**src/rtl/mujica_key_conditioner.sv**
```systemverilog
// ---------------------------------------------------------------------------
// mujica_key_conditioner
//
// Upstream stage of the Mujica top control FSM. It takes the four raw
// mechanical pushbuttons (power, save, fetch, finish) and turns them into
// clean one-cycle command pulses in the sys_clk domain.
//
// Each button gets its own processing chain:
//   - a two-flop synchroniser
//   - a four-state debounce machine with a 24-bit stability counter
//   - a press-edge strobe
//
// The three start commands are then arbitrated with a fixed priority:
// power beats save, and save beats fetch.
//
// Optional build macro:
//   MUJICA_KEY_STRETCH_EN - when defined, every command pulse (start_*,
//                           finish_fetch) is held high for STRETCH_CYCLES
//                           cycles. key_conflict is never stretched.
//
// Parameters:
//   DEBOUNCE_CYCLES  consecutive stable samples needed to accept a level
//                    change (2 .. 2^24)
//   ACTIVE_LOW       1: a raw key reads 0 when pressed; 0: it reads 1
//   STRETCH_CYCLES   pulse width when stretching is enabled (1 .. 255)
//
// Ports:
//   sys_clk         system clock (50 MHz)
//   rst_n           asynchronous active-low reset
//   key_*_raw       asynchronous raw button inputs
//   start_power     power press pulse (highest priority)
//   start_save      save press pulse (suppressed by a coincident power)
//   start_fetch     fetch press pulse (suppressed by coincident power/save)
//   finish_fetch    finish press pulse, independent of the start pulses
//   key_conflict    one cycle: two or more start presses were accepted together
//   key_level       debounced pressed levels {finish, fetch, save, power}
// ---------------------------------------------------------------------------
module mujica_key_conditioner #(
  parameter int unsigned DEBOUNCE_CYCLES = 1000000,
  parameter bit          ACTIVE_LOW      = 1'b1,
  parameter int unsigned STRETCH_CYCLES  = 4
) (
  input  logic       sys_clk,
  input  logic       rst_n,
  input  logic       key_power_raw,
  input  logic       key_save_raw,
  input  logic       key_fetch_raw,
  input  logic       key_finish_raw,
  output logic       start_power,
  output logic       start_save,
  output logic       start_fetch,
  output logic       finish_fetch,
  output logic       key_conflict,
  output logic [3:0] key_level
);

  localparam int NUM_KEYS = 4;
  localparam int CNT_W    = 24;

  // Channel indices inside the packed vectors:
  // 0 = power, 1 = save, 2 = fetch, 3 = finish.
  localparam int KEY_POWER  = 0;
  localparam int KEY_SAVE   = 1;
  localparam int KEY_FETCH  = 2;
  localparam int KEY_FINISH = 3;

  localparam logic [CNT_W-1:0] CNT_ONE  = CNT_W'(1);
  localparam logic [CNT_W-1:0] CNT_LAST = CNT_W'(DEBOUNCE_CYCLES - 1);

  // Raw level that means "released" for every key.
  localparam logic [NUM_KEYS-1:0] RELEASED_LEVELS = {NUM_KEYS{ACTIVE_LOW}};

  // An out-of-range configuration would give undefined debounce timing or
  // pulse widths. Such a build keeps the command outputs quiet instead of
  // issuing malformed pulses.
  localparam bit CFG_OK = (DEBOUNCE_CYCLES >= 32'd2)
                       && (DEBOUNCE_CYCLES <= 32'd16777216)
                       && (STRETCH_CYCLES  >= 32'd1)
                       && (STRETCH_CYCLES  <= 32'd255);

  typedef enum logic [1:0] {
    ST_RELEASED,
    ST_PRESS_WAIT,
    ST_PRESSED,
    ST_RELEASE_WAIT
  } key_state_e;

  logic [NUM_KEYS-1:0] rawKeys;
  logic [NUM_KEYS-1:0] syncStage1_q;
  logic [NUM_KEYS-1:0] syncStage2_q;
  logic [NUM_KEYS-1:0] keyPressed;
  logic [NUM_KEYS-1:0] edgeAll;
  logic [NUM_KEYS-1:0] levelAll;

  assign rawKeys = {key_finish_raw, key_fetch_raw, key_save_raw, key_power_raw};

  // Two-flop synchroniser for the asynchronous button inputs.
  // The flops reset to the released level so that no press is seen while
  // coming out of reset.
  always_ff @(posedge sys_clk or negedge rst_n) begin
    if (!rst_n) begin
      syncStage1_q <= RELEASED_LEVELS;
      syncStage2_q <= RELEASED_LEVELS;
    end else begin
      syncStage1_q <= rawKeys;
      syncStage2_q <= syncStage1_q;
    end
  end

  // Polarity normalisation: 1 means pressed regardless of ACTIVE_LOW.
  assign keyPressed = syncStage2_q ^ RELEASED_LEVELS;

  // Per-channel debounce machine. A level change is accepted only after
  // DEBOUNCE_CYCLES consecutive identical samples. Entering a wait state
  // loads the counter with 1 because that sample already counts. The counter
  // is cleared on every state change, so it never reaches DEBOUNCE_CYCLES
  // and cannot wrap.
  for (genvar k = 0; k < NUM_KEYS; k++) begin : g_chan
    key_state_e       state_q;
    key_state_e       state_d;
    logic [CNT_W-1:0] cnt_q;
    logic [CNT_W-1:0] cnt_d;
    logic             edgeStrobe_q;
    logic             edgeStrobe_d;

    // State, counter and edge-strobe registers for this channel.
    always_ff @(posedge sys_clk or negedge rst_n) begin
      if (!rst_n) begin
        state_q      <= ST_RELEASED;
        cnt_q        <= '0;
        edgeStrobe_q <= 1'b0;
      end else begin
        state_q      <= state_d;
        cnt_q        <= cnt_d;
        edgeStrobe_q <= edgeStrobe_d;
      end
    end

    // Next-state logic. The edge strobe fires only on the
    // PRESS_WAIT -> PRESSED transition. A held key therefore yields a single
    // strobe until a debounced release has happened.
    always_comb begin
      state_d      = state_q;
      cnt_d        = cnt_q;
      edgeStrobe_d = 1'b0;
      case (state_q)
        ST_RELEASED: begin
          if (keyPressed[k]) begin
            state_d = ST_PRESS_WAIT;
            cnt_d   = CNT_ONE;
          end
        end
        ST_PRESS_WAIT: begin
          if (!keyPressed[k]) begin
            state_d = ST_RELEASED;
            cnt_d   = '0;
          end else if (cnt_q == CNT_LAST) begin
            state_d      = ST_PRESSED;
            cnt_d        = '0;
            edgeStrobe_d = 1'b1;
          end else begin
            cnt_d = cnt_q + CNT_ONE;
          end
        end
        ST_PRESSED: begin
          if (!keyPressed[k]) begin
            state_d = ST_RELEASE_WAIT;
            cnt_d   = CNT_ONE;
          end
        end
        ST_RELEASE_WAIT: begin
          if (keyPressed[k]) begin
            state_d = ST_PRESSED;
            cnt_d   = '0;
          end else if (cnt_q == CNT_LAST) begin
            state_d = ST_RELEASED;
            cnt_d   = '0;
          end else begin
            cnt_d = cnt_q + CNT_ONE;
          end
        end
        default: begin
          state_d = ST_RELEASED;
          cnt_d   = '0;
        end
      endcase
    end

    assign edgeAll[k]  = edgeStrobe_q;
    // The debounced level stays high while a release is still being
    // confirmed.
    assign levelAll[k] = (state_q == ST_PRESSED) || (state_q == ST_RELEASE_WAIT);
  end

  // Fixed-priority arbitration of the start commands. The finish channel
  // passes straight through because it may coincide with any start.
  logic [NUM_KEYS-1:0] winner;
  logic [NUM_KEYS-1:0] winnerGated;
  logic                conflictNow;

  assign winner[KEY_POWER]  = edgeAll[KEY_POWER];
  assign winner[KEY_SAVE]   = edgeAll[KEY_SAVE] & ~edgeAll[KEY_POWER];
  assign winner[KEY_FETCH]  = edgeAll[KEY_FETCH] & ~edgeAll[KEY_SAVE]
                            & ~edgeAll[KEY_POWER];
  assign winner[KEY_FINISH] = edgeAll[KEY_FINISH];

  assign conflictNow = (edgeAll[KEY_POWER] & edgeAll[KEY_SAVE])
                     | (edgeAll[KEY_POWER] & edgeAll[KEY_FETCH])
                     | (edgeAll[KEY_SAVE]  & edgeAll[KEY_FETCH]);

  assign winnerGated = CFG_OK ? winner : '0;

  // The conflict flag is registered alongside the winning pulse and is
  // always exactly one cycle wide.
  logic conflict_q;

  always_ff @(posedge sys_clk or negedge rst_n) begin
    if (!rst_n) begin
      conflict_q <= 1'b0;
    end else begin
      conflict_q <= conflictNow & CFG_OK;
    end
  end

  logic [NUM_KEYS-1:0] pulseOut;

`ifdef MUJICA_KEY_STRETCH_EN
  localparam logic [7:0] STRETCH_LOAD = 8'(STRETCH_CYCLES);

  // Per-output stretch down-counter. A new winning edge reloads the count,
  // so an edge that arrives during a stretch extends the pulse instead of
  // being lost.
  for (genvar k = 0; k < NUM_KEYS; k++) begin : g_stretch
    logic [7:0] stretchCnt_q;

    always_ff @(posedge sys_clk or negedge rst_n) begin
      if (!rst_n) begin
        stretchCnt_q <= 8'd0;
      end else if (winnerGated[k]) begin
        stretchCnt_q <= STRETCH_LOAD;
      end else if (stretchCnt_q != 8'd0) begin
        stretchCnt_q <= stretchCnt_q - 8'd1;
      end
    end

    assign pulseOut[k] = (stretchCnt_q != 8'd0);
  end
`else
  logic [NUM_KEYS-1:0] pulse_q;

  // Output register: each accepted press becomes a single-cycle pulse.
  always_ff @(posedge sys_clk or negedge rst_n) begin
    if (!rst_n) begin
      pulse_q <= '0;
    end else begin
      pulse_q <= winnerGated;
    end
  end

  assign pulseOut = pulse_q;
`endif

  assign start_power  = pulseOut[KEY_POWER];
  assign start_save   = pulseOut[KEY_SAVE];
  assign start_fetch  = pulseOut[KEY_FETCH];
  assign finish_fetch = pulseOut[KEY_FINISH];
  assign key_conflict = conflict_q;
  assign key_level    = levelAll;

endmodule

```
**config.mk**
```make
export PLATFORM = sky130hd
export DESIGN_NAME = mujica_key_conditioner
export DESIGN_NICKNAME = d
export VERILOG_FILES = /design/src/rtl/mujica_key_conditioner.sv
export SDC_FILE = /design/constraint.sdc
export NUM_CORES = 1
export LEC_CHECK = 0
export BUFFER_PORTS_ARGS = -buffer_cell sky130_fd_sc_hd__buf_2
export CELL_PAD_IN_SITES_DETAIL_PLACEMENT = 1
export CELL_PAD_IN_SITES_GLOBAL_PLACEMENT = 1
export CORE_ASPECT_RATIO = 1.25
export CORE_MARGIN = 5
export CORE_UTILIZATION = 49
export DETAILED_ROUTE_END_ITERATION = 6
export PLACE_DENSITY_LB_ADDON = 0.05
export REMOVE_ABC_BUFFERS = 1
export SLEW_MARGIN = 20
export SYNTH_ARGS = -nofsm -noshare
export SYNTH_HDL_FRONTEND = slang
export SYNTH_SLANG_ARGS = --single-unit
```
**constraint.sdc**
```tcl
create_clock -name sys_clk -period 2.6 [get_ports sys_clk]
set_input_delay 0.39 -clock sys_clk [delete_from_list [all_inputs] [get_ports sys_clk]]
set_output_delay 0.39 -clock sys_clk [all_outputs]
set_load 0.005 [all_outputs]
```
==> run_results.csv <==
group,metric,value,unit
grt,grt_pass1_wl,28300,µm
sta,tns,0,ps
worst_setup_path,crit_chain,"nor4_1, nand4_1, o41a_1, buf_4, a41oi_1, a31oi_1",
yosys,ys_seq_area_share,47.8,%
grt,antenna_found_initial,0,
worst_setup_path,critPathLaunchType,"flop",
worst_setup_path,r2r_slack,300,ps
worst_setup_path,startpoint,"g_chan[1].cnt_q[7]",
clock_tree,htree_num_levels,4,
grt,grt_max_degree,41,
placed_design,port_buffers,14,
outcome,outcome,"completed",
placed_design,place_congestion,0.787,
worst_setup_path,crit_path_end_kind,"flop",
sta,slew_headroom,49.9,%
power,powerDensity,764,nW/µm²
clock_tree,clk_path_buf_depth,2,
cells_and_area,final_net_count,704,
power,peakVddDrop,0.000386,V
drt,wl,16400,µm
die,die-area,15400,µm²
worst_setup_path,slowest_delay,640,ps
yosys,synth.area.top_cells,"dfrtp_1 (44%), a31oi_1 (6.2%), nand2_1 (4.5%)",
worst_setup_path,crit_required,2890,ps
power,power.leakage,3.06,nW
yosys,ys_types,63,
yosys,synth_flop_cell,"dfrtp_1",
worst_setup_path,path_buf_inv,1,
die,core_area,12700,µm²
yosys,synthesis.area,6360,µm²
drt,drcViolationCount,0,
clock_tree,clk_latency,420,ps
worst_setup_path,crit_path_end,"g_chan[1].cnt_q[12]",
worst_setup_path,r2r_end,"g_chan[1].cnt_q[12]",
cells_and_area,fillers,1434,
yosys,synth_common_cells,"dfrtp_1 (113), nand2_1 (76), a31oi_1 (63)",
yosys,yosys.cell_count.top_type,"dfrtp_1",
die,die_x,112,µm
hold_path,min_path_type,"input port to flop",
sta,fin_crit_sh,88.5,%
clock_tree,cts_tree,"yes",
die,rows,46,
worst_setup_path,rr_worst_depth,6,
cells_and_area,n_antenna_cell,0,
cells_and_area,ff_latch_area,3040,µm²
sta,finalSetupViolCount,0,
yosys,yosysTopAreaCellShare,44.5,%
clock_tree,post_cts_resized,0,
drt,drt_pass1_iterations,5,
cells_and_area,area_growth_syn_to_layout,14.2,%
worst_setup_path,critPathKind,"flop to flop",
sta,max_freq,435,MHz
sta,worst_slew_pin_slew,745,ps
drt,ant_nets,0,
worst_setup_path,arrival,2590,ps
clock_tree,path_clk_slew,60,ps
die,die_h,137,µm
sta,drv_slew,0,
yosys,async_flop_share,100,%
yosys,yosysWarnings,0,
drt,vias,5468,
sta,setup_ws,300,ps
sta,min_period,2300,ps
yosys,synth-edff-count,0,
drt,dr.first_iter.drc_count,264,
yosys,syn_avg_cell_area,9.45,µm²
run,drv_cap,0,
clock_tree,cts_num_sinks,121,
drt,routedWlPerCell,18.8,µm
sta,clock_skew,5.35,ps
clock_tree,cts_buffers,17,
worst_setup_path,critPathMaxFanout,16,
sta,grt_setup_unrepaired,"false",
worst_setup_path,r2r_start,"g_chan[1].cnt_q[7]",
yosys,syn_inst,673,
yosys,synth_seq_cells,121,
worst_setup_path,cp.depth,6,
drt,via_per_inst,6.25,
cells_and_area,multiInputGateArea,3090,µm²
worst_setup_path,crit_slowest_cell,"o41a_1",
die,start_util,50.0,%
grt,grt_overflow,0,
sta,finalHoldViolations,0,
worst_setup_path,critPathTopFamily,"compound AO/OA/AOI/OAI gates",
grt,grt_pass1_vias,5696,
yosys,synth_top_area_cell,"dfrtp_1",
placed_design,hpwl,11100,µm
die,num_io_pins,15,
grt,track_usage,22.6,%
placed_design,dp_worst_setup_slack,322,ps
cells_and_area,drive_above_1_share,13.2,%
clock_tree,cts_root_buffer,"clkbuf_16",
## cells by family (layout without fill, tap and decap cells)
| group | Yosys count | in the layout | share of synthesized area (%) |
|---|---|---|---|
| buf+inv | 48 | 82 | 3.72 |
| fa+ha+maj | 5 | 5 | 0.945 |
| flops | 121 | 121 | 47.8 |
| compound gates | 201 | 201 | 20.1 |
| xor+xnor | 12 | 12 | 1.65 |
| simple gates | 277 | 277 | 24.4 |
| mux | 9 | 9 | 1.42 |
## per-stage QoR
stage                     cell area, µm²  hold slack [ps]  total power, mW  utilization, %  std cells
after CTS                           7260             46.3             5.60            57.1        875
final                               7260             64.1             5.54            57.1        875
after detailed placement            6630              348             3.09            52.2        842
after global placement              6630              347             3.03            52.2        842
after global routing                7260             46.6             5.82            57.1        875
after floorplan                     6170             94.4             2.72               -        638
## sequential cells by signal, summed over array words and instances, names as in the netlist, named ones only
register,count
g_chan.cnt_q,96
g_chan.edgeStrobe_q,4
g_chan.state_q,4
key_conflict,1
pulseOut,4
syncStage1_q,4
syncStage2_q,4
## worst reg2reg max path: cells and delay by family, from the launching register on
kind                   cells  cell delay [ps]
buffers and inverters      1              280
AND/OR/NAND/NOR            2              550
flip-flops                 1              420
AO/OA/AOI/OAI              3              930
## layout by cell type (no fill, tap or decap), types with 5 or more instances in the layout
cell / netlist / layout
nand2_1: 76 / 76
mux2i_1: 9 / 9
a21o_1: 9 / 9
nand3_1: 38 / 38
a31oi_1: 63 / 63
clkinv_2: 0 / 5
a22o_1: 8 / 8
clkbuf_16: 0 / 17
buf_2: 12 / 13
inv_1: 13 / 13
a21oi_1: 52 / 51
or3_1: 6 / 6
a41oi_1: 11 / 11
nor3_1: 16 / 16
nor4b_1: 5 / 5
nand4_1: 23 / 23
o21a_1: 5 / 5
o21ai_0: 32 / 32
and3_1: 17 / 17
or2_2: 6 / 6
buf_4: 1 / 22
and2_1: 11 / 11
and4_1: 10 / 10
dfrtp_1: 113 / 113
xnor2_1: 9 / 9
nor4_1: 11 / 11
nor2_1: 24 / 24
dfstp_2: 8 / 8
nand2b_1: 11 / 11
## where the power goes
group	leakage, nW	switching, mW	internal, mW
registers	1.64	0.177	2.02
logic	1.12	0.552	0.322
clock network	0.305	0.828	1.64
## how the worst min path moves through the flow
stage,from,end,slack [ps],cells after the start
2_1_floorplan,rst_n,async pin,90,0
3_3_place_gp,syncStage1_q[3],syncStage2_q[3],350,0
3_5_place_dp,syncStage1_q[0],syncStage2_q[0],350,0
4_1_cts,key_fetch_raw,syncStage1_q[2],50,1
5_1_grt,key_fetch_raw,syncStage1_q[2],50,1
6_report,key_fetch_raw,syncStage1_q[2],60,1
## cell type report
cell class	count	area share [%]
inverters	13	0.672
multi-input cells	504	42.5
flip-flops and latches	121	41.9
well taps	168	2.90
clock buffers	23	6.45
repair buffers	37	3.59
clock inverters	9	2.00
## metal layers
metal | GRT usage [%] | wire, µm | up-vias
met5 | 0 | 0 | -
met1 | 27.6 | 7160 | 2789
met2 | 40.4 | 8610 | 71
met4 | 6.63 | 204 | 0
met3 | 4.66 | 467 | 21
li1 | - | - | 2587
## what timing repair did
action | CTS | global route
endpoints found under the hold margin | 36 | 0
hold buffers | 1 | 0
buffers inserted | 0 | 0
No activity file was read; power rests on OpenSTA's default activity.
